[src/rtl/fetch_unit.sv]
// Instruction fetch unit: requests one word at a time, holds it for decode, redirects on branch.
// Optional macro FETCH_HALT_EN adds a terminal HALT state entered after issuing opcode 4'b1111.
//
// state | meaning
// IDLE  | one cycle after reset release, no request
// FETCH | imem_req=1 at pc, waiting for imem_valid
// ISSUE | instruction held for decode, instr_valid=1
// FLUSH | one dead cycle after a redirect, stale response dropped
// HALT  | (FETCH_HALT_EN only) stopped until reset
module fetch_unit #(
    parameter int ADDR_W  = 8,
    parameter int INSTR_W = 16
) (
    input  logic               clk,
    input  logic               rst_n,
    output logic               imem_req,
    output logic [ADDR_W-1:0]  imem_addr,
    input  logic               imem_valid,
    input  logic [INSTR_W-1:0] imem_rdata,
    input  logic               stall,
    input  logic               branch_taken,
    input  logic [ADDR_W-1:0]  branch_target,
    output logic [INSTR_W-1:0] instr,
    output logic [3:0]         opcode,
    output logic [ADDR_W-1:0]  instr_pc,
    output logic               instr_valid
);

`ifdef FETCH_HALT_EN
    typedef enum logic [2:0] {IDLE, FETCH, ISSUE, FLUSH, HALT} state_t;
`else
    typedef enum logic [2:0] {IDLE, FETCH, ISSUE, FLUSH} state_t;
`endif

    state_t               state_q, state_d;
    logic [ADDR_W-1:0]    pc_q;
    logic [INSTR_W-1:0]   instr_q;
    logic [ADDR_W-1:0]    ipc_q;
    logic                 halted;
    logic                 redirect;
    logic                 load;

`ifdef FETCH_HALT_EN
    assign halted = (state_q == HALT);
`else
    assign halted = 1'b0;
`endif

    // A redirect wins over any response or stall arriving in the same cycle.
    assign redirect = branch_taken && (state_q != IDLE) && !halted;
    assign load     = (state_q == FETCH) && imem_valid && !branch_taken;

    always_ff @(posedge clk or negedge rst_n) begin
        if (!rst_n) begin
            state_q <= IDLE;
        end else begin
            state_q <= state_d;
        end
    end

    always_comb begin
        state_d = state_q;
        case (state_q)
            IDLE:  state_d = FETCH;
            FETCH: begin
                if (redirect)   state_d = FLUSH;
                else if (load)  state_d = ISSUE;
            end
            ISSUE: begin
                if (redirect) begin
                    state_d = FLUSH;
                end else if (!stall) begin
`ifdef FETCH_HALT_EN
                    state_d = (opcode == 4'b1111) ? HALT : FETCH;
`else
                    state_d = FETCH;
`endif
                end
            end
            FLUSH: state_d = redirect ? FLUSH : FETCH;
`ifdef FETCH_HALT_EN
            HALT:  state_d = HALT;
`endif
            default: state_d = IDLE;
        endcase
    end

    always_ff @(posedge clk or negedge rst_n) begin
        if (!rst_n) begin
            pc_q    <= '0;
            instr_q <= '0;
            ipc_q   <= '0;
        end else if (redirect) begin
            pc_q <= branch_target;
        end else if (load) begin
            instr_q <= imem_rdata;
            ipc_q   <= pc_q;
            pc_q    <= pc_q + ADDR_W'(1);
        end
    end

    assign imem_req    = (state_q == FETCH);
    assign imem_addr   = pc_q;
    assign instr_valid = (state_q == ISSUE);
    assign instr       = instr_q;
    assign instr_pc    = ipc_q;
    assign opcode      = instr_q[INSTR_W-1 -: 4];

endmodule
[config.mk]
export PLATFORM = sky130hd
export DESIGN_NAME = fetch_unit
export DESIGN_NICKNAME = d
export VERILOG_FILES = /design/src/rtl/fetch_unit.sv
export SDC_FILE = /design/constraint.sdc
export NUM_CORES = 1
export LEC_CHECK = 0
export BUFFER_PORTS_ARGS = -buffer_cell sky130_fd_sc_hd__buf_2
export CAP_MARGIN = 20
export CORE_MARGIN = 2
export CORE_UTILIZATION = 46
export CTS_CLUSTER_DIAMETER = 50
export DETAILED_ROUTE_END_ITERATION = 16
export GPL_ROUTABILITY_DRIVEN = 1
export PLACE_DENSITY = 0.78
export SETUP_SLACK_MARGIN = 0.5
export SLEW_MARGIN = 25
export SYNTH_ARGS = -nofsm -noshare
export SYNTH_HDL_FRONTEND = slang
export SYNTH_SLANG_ARGS = --single-unit
[constraint.sdc]
create_clock -name clk -period 1.7 [get_ports clk]
set_input_delay 0 -clock clk [delete_from_list [all_inputs] [get_ports clk]]
set_output_delay 0 -clock clk [all_outputs]
set_load 0.05 [all_outputs]
After elaboration in Yosys (flattened, before gate mapping)
Cells that the tools add are included.

Reductions and logical operators: 9. Eq/ne operators: 5. Muxes and demuxes: 8. Bitwise gates (word level): 1. Add/subtract/negate cells: 1.

Operators by type and width (number): $mux W8 (2); $mux W3 (4); $pmux W3 S4 (1); $add A8 B1 Y8 const B (1); $eq A3 B2 Y1 const B (2); $reduce_and A2 Y1 (2); $eq A3 B1 Y1 const B (1); $logic_and A1 B1 Y1 (3); $logic_not A3 Y1 (1); $ne A3 B1 Y1 const B (1); $ne A3 B2 Y1 const B (1); $reduce_bool A3 Y1 (1); $mux W2 (1); $reduce_bool A2 Y1 (1); $logic_not A1 Y1 (1); $not A1 Y1 (1).

Logic and storage cells: 28. Input bits: 29. Register bits: 35.

Depth between registers and ports, before layout
Gate-level depths: netlist (run 1).

Word-level depth: 6. Mapped depth: 5. Depth with buffers taken out: 4.

Least setup slack after synthesis (run 1)
Ideal clock, no wire load.

Path kind: reg-to-reg. Start: register pc_q[0] (netlist: imem_addr[0]). End: register pc_q[4] (netlist: imem_addr[4]). Cell stages (with the launch flop): 5. Path slack: -0.066 ns. Setup time: 0.126 ns. Arrival: 1.640 ns. Clock period less this slack: 1.766 ns. Required time: 1.574 ns. Cell sequence: dfrtp_1 -> ha_1 -> nand3_1 -> mux2_2 -> a221o_1.

Word-level cells in the longest chain between the ends: 3.

RTL lines: start, declared (line 36) `logic [ADDR_W-1:0] pc_q;`; start signal, assigned (line 94) `pc_q <= branch_target;`; start signal, assigned (line 98) `pc_q <= pc_q + ADDR_W'(1);`; $add A8 B1 Y8 (line 98); $mux W8 (line 95) `end else if (load) begin`; $mux W8 (line 93) `end else if (redirect) begin`.

No other way between the ends. The select of a mux whose other input is x is not followed. A chain may end at the register's enable or synchronous reset.

Worst setup path after layout (run 1)
Start: register state_q[1]. End: register pc_q[3] (netlist: imem_addr[3]).

Word-level cells in the longest chain between the ends: 4. Elaborated cells between the ends (all ways): 7.

RTL lines: start, declared (line 35) `state_t state_q, state_d;`; start signal, assigned (line 57) `state_q <= state_d;`; $eq A3 B1 Y1 (line 51) `assign load = (state_q == FETCH) && imem_valid && !branch_taken;`; $logic_and A1 B1 Y1 (2 in a row) (line 51); $reduce_bool A2 Y1 (no line).

Several ways; a longest one is shown, not always the timed one.

==> metrics, run 1 <==
RSZ-0062 raised after global routing=true; Rows=20; CTS tree=done; Placer Congestion=0.750; Reg power frac=0.365; Fin. Hold Viols=0; clock root buffer=clkbuf_4; io pins=67; Total Routing Usage GR=0.222; Synthesis Warnings=0; Yosys reg bits=34; Hold EP=state_q[1]; Die ar.=3790 sq um; largest net degree at the start of global routing=35; Clock Skew=0.00975 ns; Largest stage delay, worst path=0.44 ns; net switching power=0.00150 W; fin util=0.746; Synth Area in Adders=0.00821; Inserted Clock Buffers=5; R2R cell count=3; largest cells by area after synthesis=dfrtp_1, nand2_1, nand3_1; Worst Hold Class=input pin to flop; status=completed; max cap viols=0; cells after synthesis=between 150 and 200; internal power=0.00165 W; CP required=a little under 2 ns; Yosys top cell by area=dfrtp_1; clk sinks=34; Syn Nets=approximately 200; vias in the first global route=approximately 1400; CP Data Arrival Time=between 1.5 and 2 ns; Slowest-stage cell, CP=dfrtp_2; largest fanout on the critical path=4; clock share of power=0.175; Die X=61.6 um; final wirelength=3920 um; ANT nets after route=0; Final period util=0.875; Final Max Slew Viols=0; XOR/XNOR share of the synthesized area=0.00575; CP endpoint kind=flop; Synth Area in Simple Gates=0.294; Pwr per Cell Area=roughly 1400 nW/um^2; Syn Std Cell Area=1520 sq um; wire per inst=~13 um; top cell type's share of synthesized area=0.558; crit path launch type=flop; Syn Area/Cell=9.13 sq um; hpwl dp=between 2000 and 2500 um; combinational power share=0.460; layout cells sized above 1=0.374; Finished Layout Cells=306; Layout area overhead=52.0%; Initial Util=0.491; reg2reg start=state_q[1]; Initial DRC Count=between 50 and 60; CTS clk-pin slew, worst paths=0.11 ns; Core Footprint=3100 sq um; crit path kind=flop to flop; # diodes=0; worst path cell trace=and4bb_2 > mux2_4 > a221o_1; gr ovfl total=0; Clk Latency, worst-skew pair=0.33 ns; Worst Tran Pin Value=0.732 ns; IO buf count=66; Synth Area in Compound Gates=0.0657; worst hold path depth=4; crit path time final=1.49 ns; Filler Cell Count=263; Clock Path Buffers=2; relative slew slack=0.512; Die Y=61.6 um; Setup Viol. Count Final=0; initial antenna violation count=0; Static Leak=1.21 nW; Max IR drop VDD=slightly above 700 uV; DR vias=about 1500; Placed Cells incl. Taps=270; # nets final=a little under 300; DR DRC count=0; FF-to-FF setup slack=0.21 ns; Worst setup startpoint=state_q[1]; post-synthesis mux area share=0.0213; Fin Setup TNS=0 ns; main combinational cell family by area after synthesis=simple AND/OR/NAND/NOR gates; global-route wire length before repair=6220 um; min-delay src=stall; sw frac=0.476; reg2reg end=imem_addr[3]; H-tree depth=2; fmax=673 MHz; Synth cell types=28; Vias/cell=4.89; drt pass-1 iters=4; post-synthesis sequential area ratio=0.558
-- critical path: cells and delay by family (launching register included) --
kind | cells | cell delay (ns)
AND/OR/NAND/NOR | 1 | 0.35
multiplexers | 1 | 0.31
AO/OA/AOI/OAI | 1 | 0.29
flip-flops | 1 | 0.44
-- power by group through the flow --
stage	registers [W]	logic, W	clock network (W)
4_1_cts	0.00115	0.00144	0.000560
3_5_place_dp	0.00117	0.00138	0
5_1_grt	0.00118	0.00154	0.000603
3_3_place_gp	0.00115	0.00136	0
6_report	0.00115	0.00145	0.000550
2_1_floorplan	0.00185	0.000388	0
-- cells in the mapped netlist (all sizes together) --
master and count:
mux2i 1, nand4 3, nor3b 1, nand2 77, o21ai 5, and2b 2
nor2b 2, and4bb 1, xnor2 1, o21a 1, a221o 3, inv 1
nand3 7, ha 1, nand4bb 1, or2 1, mux2 2, a22oi 2
buf 12, o211ai 3, nor4 1, dfrtp 34, nand4b 1, or4 2
nor3 2
-- layer usage --
| layer | share of wire | wire length, um | global-route usage |
|---|---|---|---|
| met1 | 0.43 | 1680 | 0.263 |
| met3 | 0.063 | 248 | 0.0483 |
| met4 | 0.0097 | 38 | 0.0729 |
| met5 | 0 | 0 | 0 |
| met2 | 0.50 | 1960 | 0.397 |
-- how the worst max path moves through the flow --
stage / end / slack, ns / cells after the start
2_1_floorplan: imem_addr[4] / 0.20 / 4
3_3_place_gp: imem_addr[2] / 0.18 / 4
3_5_place_dp: imem_addr[2] / 0.14 / 4
4_1_cts: imem_addr[3] / 0.22 / 3
5_1_grt: imem_addr[4] / 0.18 / 3
6_report: imem_addr[3] / 0.21 / 3
-- placed cells by master (no fill, tap or decap), drive strengths merged --
master	instances
nand2	77
buf	73
dfrtp	34
dlygate4sd3	26
clkbuf	8
nand3	7
o21ai	5
o211ai	3
nand4	3
a221o	3
or4	2
mux2	2
nor3	2
a22oi	2
nor2b	2
and2b	2
and4bb	1
nand4bb	1
o21a	1
inv	1
nor4	1
nand4b	1
mux2i	1
nor3b	1
or2	1
xnor2	1
ha	1
-- cell type report --
class / count / area [sq um] / share of cell area
Clock buffer: 8 / 78.8 / 0.0340
Sequential cell: 34 / 860 / 0.371
Timing Repair Buffer: 99 / 667 / 0.288
Multi-Input combinational cell: 120 / 652 / 0.281
Tap cell: 44 / 55.1 / 0.0238
Inverter: 1 / 3.75 / 0.00162
-- through the flow --
| stage | cell area [sq um] | setup WS, ns | hold slack, ns | power [W] |
|---|---|---|---|---|
| 2_1_floorplan | 1590 | 0.197 | -0.296 | 0.00224 |
| 3_3_place_gp | 1920 | 0.185 | 0.103 | 0.00252 |
| 3_5_place_dp | 1920 | 0.138 | 0.102 | 0.00255 |
| 4_1_cts | 2290 | 0.218 | 0.00923 | 0.00315 |
| 5_1_grt | 2320 | 0.183 | 0.0548 | 0.00332 |
| 6_report | 2320 | 0.213 | 0.0185 | 0.00315 |
-- sequential cells by signal, summed over array words and instances (netlist names) --
name       flops
instr         16
state_q        2
instr_pc       8
imem_addr      8
-- cell families (layout without fill, tap and decap cells) --
kind of cell | after synthesis | count (layout)
flops | 34 | 34
fa+ha+maj | 1 | 1
simple gates | 101 | 101
buf+inv | 13 | 108
compound gates | 14 | 14
xor+xnor | 1 | 1
mux | 3 | 3
-- what timing repair did --
item | CTS | global route
hold endpoints to repair | 60 | 0
setup endpoints to repair | 34 | 35
resized for setup | 8 | 6
setup buffers | 1 | 1
pin swaps | 1 | 1
hold buffers | 26 | 0
Note: power is estimated with default switching activity, not from simulation.
==> run 2, diff against run 1 <==
CORE_ASPECT_RATIO = 1.25   (was not set)
CORE_UTILIZATION = 40   (was 46)
PLACE_DENSITY = 0.69   (was 0.78)
==> run 2 against run 1 <==
Compared with the run above:
- hold slack better by 0.0084 ns
- global-route usage down 2.4 points
- setup slack worse by 0.0089 ns
- final cell count up 2.9%
- register-to-register slack about the same
- power up 6.0%
- combinational power up 8%
==> metrics, run 2 (synthesized netlist as in run 1, its figures left out) <==
Placer Congestion=0.712; Slowest-stage cell, CP=dfrtp_1; worst path cell trace=and4bb_4 > mux2_4 > a221o_1; crit path kind=flop to flop; Static Leak=around 1.4 nW; Inserted Clock Buffers=5; FF-to-FF setup slack=0.20 ns; RSZ-0062 raised after global routing=true; largest net degree at the start of global routing=35; CTS clk-pin slew, worst paths=0.07 ns; vias in the first global route=1404; DR DRC count=0; max reg flops=16; worst hold path depth=2; Die X=about 60 um; CP required=1.86 ns; layout cells sized above 1=0.487; Fin Setup TNS=0 ns; metal3 WL=245 um; global-route wire length before repair=6440 um; Final Max Slew Viols=0; IO buf count=66; Largest stage delay, worst path=around 0.4 ns; ANT nets after route=0; Initial Util=0.409; Clock Skew=0.00416 ns; Clk Latency, worst-skew pair=0.28 ns; relative slew slack=0.498; Max Used Layer=met4; Setup Viol. Count Final=0; CP Data Arrival Time=1.65 ns; Initial DRC Count=40; most frequent cells in the layout=buf_2, nand2_1, dfrtp_1; crit path launch type=flop; Worst Hold Class=input pin to flop; io pins=between 60 and 70; Hold EP=state_q[0]; Fin. Hold Viols=0; max cap viols=0; Die Y=73.0 um; largest fanout on the critical path=4; Max IR drop VDD=476 uV; Total Routing Usage GR=0.198; min-delay src=branch_taken; crit path time final=between 1 and 1.5 ns; Core Footprint=~3700 sq um; Worst Tran Pin Value=0.753 ns; hpwl dp=about 2400 um; clk sinks=34; DR vias=about 1600; gr ovfl total=0; reg2reg start=state_q[1]; status=completed; wire per inst=around 14 um; Layout area overhead=74.6%; reg2reg end=imem_addr[4]; hold slack=0.0269 ns; final wirelength=4490 um; Pwr per Cell Area=~1300 nW/um^2; drt pass-1 iters=4; Clock Path Buffers=2; Die ar.=4320 sq um; initial antenna violation count=0; # diodes=0; routed wl met2=2360 um; Vias/cell=5.04; # nets final=304; clock root buffer=clkbuf_8; fmax=669 MHz; H-tree depth=2; R2R cell count=3; M1 WL=1830 um; CTS tree=done; Rows=25; commonest non-fill, non-tap cell in the layout=buf_2; Final period util=0.880; CP endpoint kind=flop
[run 2: timing repair]
item                       CTS  global route
hold endpoints to repair    58             0
pin swaps                    6            28
gates resized for setup     25            35
hold buffers                25             0
buffers inserted             9             2
setup endpoints to repair   34            35
gates cloned                 2             2
[run 2: worst max-delay path by stage]
| stage | depth (start not counted) | to | startpoint |
|---|---|---|---|
| after floorplan | 4 | imem_addr[4] | imem_addr[0] |
| after global placement | 3 | imem_addr[6] | state_q[0] |
| after detailed placement | 3 | imem_addr[6] | state_q[0] |
| after CTS | 3 | imem_addr[3] | state_q[1] |
| after global routing | 5 | imem_addr[4] | state_q[1] |
| final | 3 | imem_addr[4] | state_q[1] |
[run 2: worst max-delay path, delay by kind of cell (launching register included)]
kind / cells / cell delay (ns)
DFF: 1 / 0.40
muxes: 1 / 0.31
and+or+nand+nor: 1 / 0.35
AOI/OAI and AO/OA: 1 / 0.31
[run 2: report_power, final]
part | switching, W | leakage, nW | internal (W)
registers | 0.000166 | 0.413 | 0.00101
clock network | 0.000272 | 0.0482 | 0.000326
logic | 0.00112 | 0.893 | 0.000436
[run 2: metrics by stage]
stage | utilization | std cells | power, W | setup WS (ns) | cell area [sq um]
after floorplan | - | 167 | 0.00224 | 0.197 | 1590
after global placement | 0.515 | 267 | 0.00252 | 0.203 | 1920
after detailed placement | 0.515 | 267 | 0.00254 | 0.167 | 1920
after CTS | 0.665 | 311 | 0.00324 | 0.266 | 2470
after global routing | 0.715 | 315 | 0.00349 | 0.181 | 2660
final | 0.715 | 315 | 0.00334 | 0.204 | 2660
[run 2: per-layer routing]
metal | vias to the layer above | global-route usage
met5 | - | 0
li1 | 766 | -
met2 | 62 | 0.338
met3 | 6 | 0.0532
met4 | 0 | 0.0707
met1 | 755 | 0.235
[run 2: layout make-up]
type                    count  area, sq um
well taps                  40         50.0
fillers                   281         1060
repair buffers            112          892
flip-flops and latches     34          858
multi-input cells         120          766
clock buffers               7         86.3
clock inverters             1         5.00
inverters                   1         3.75
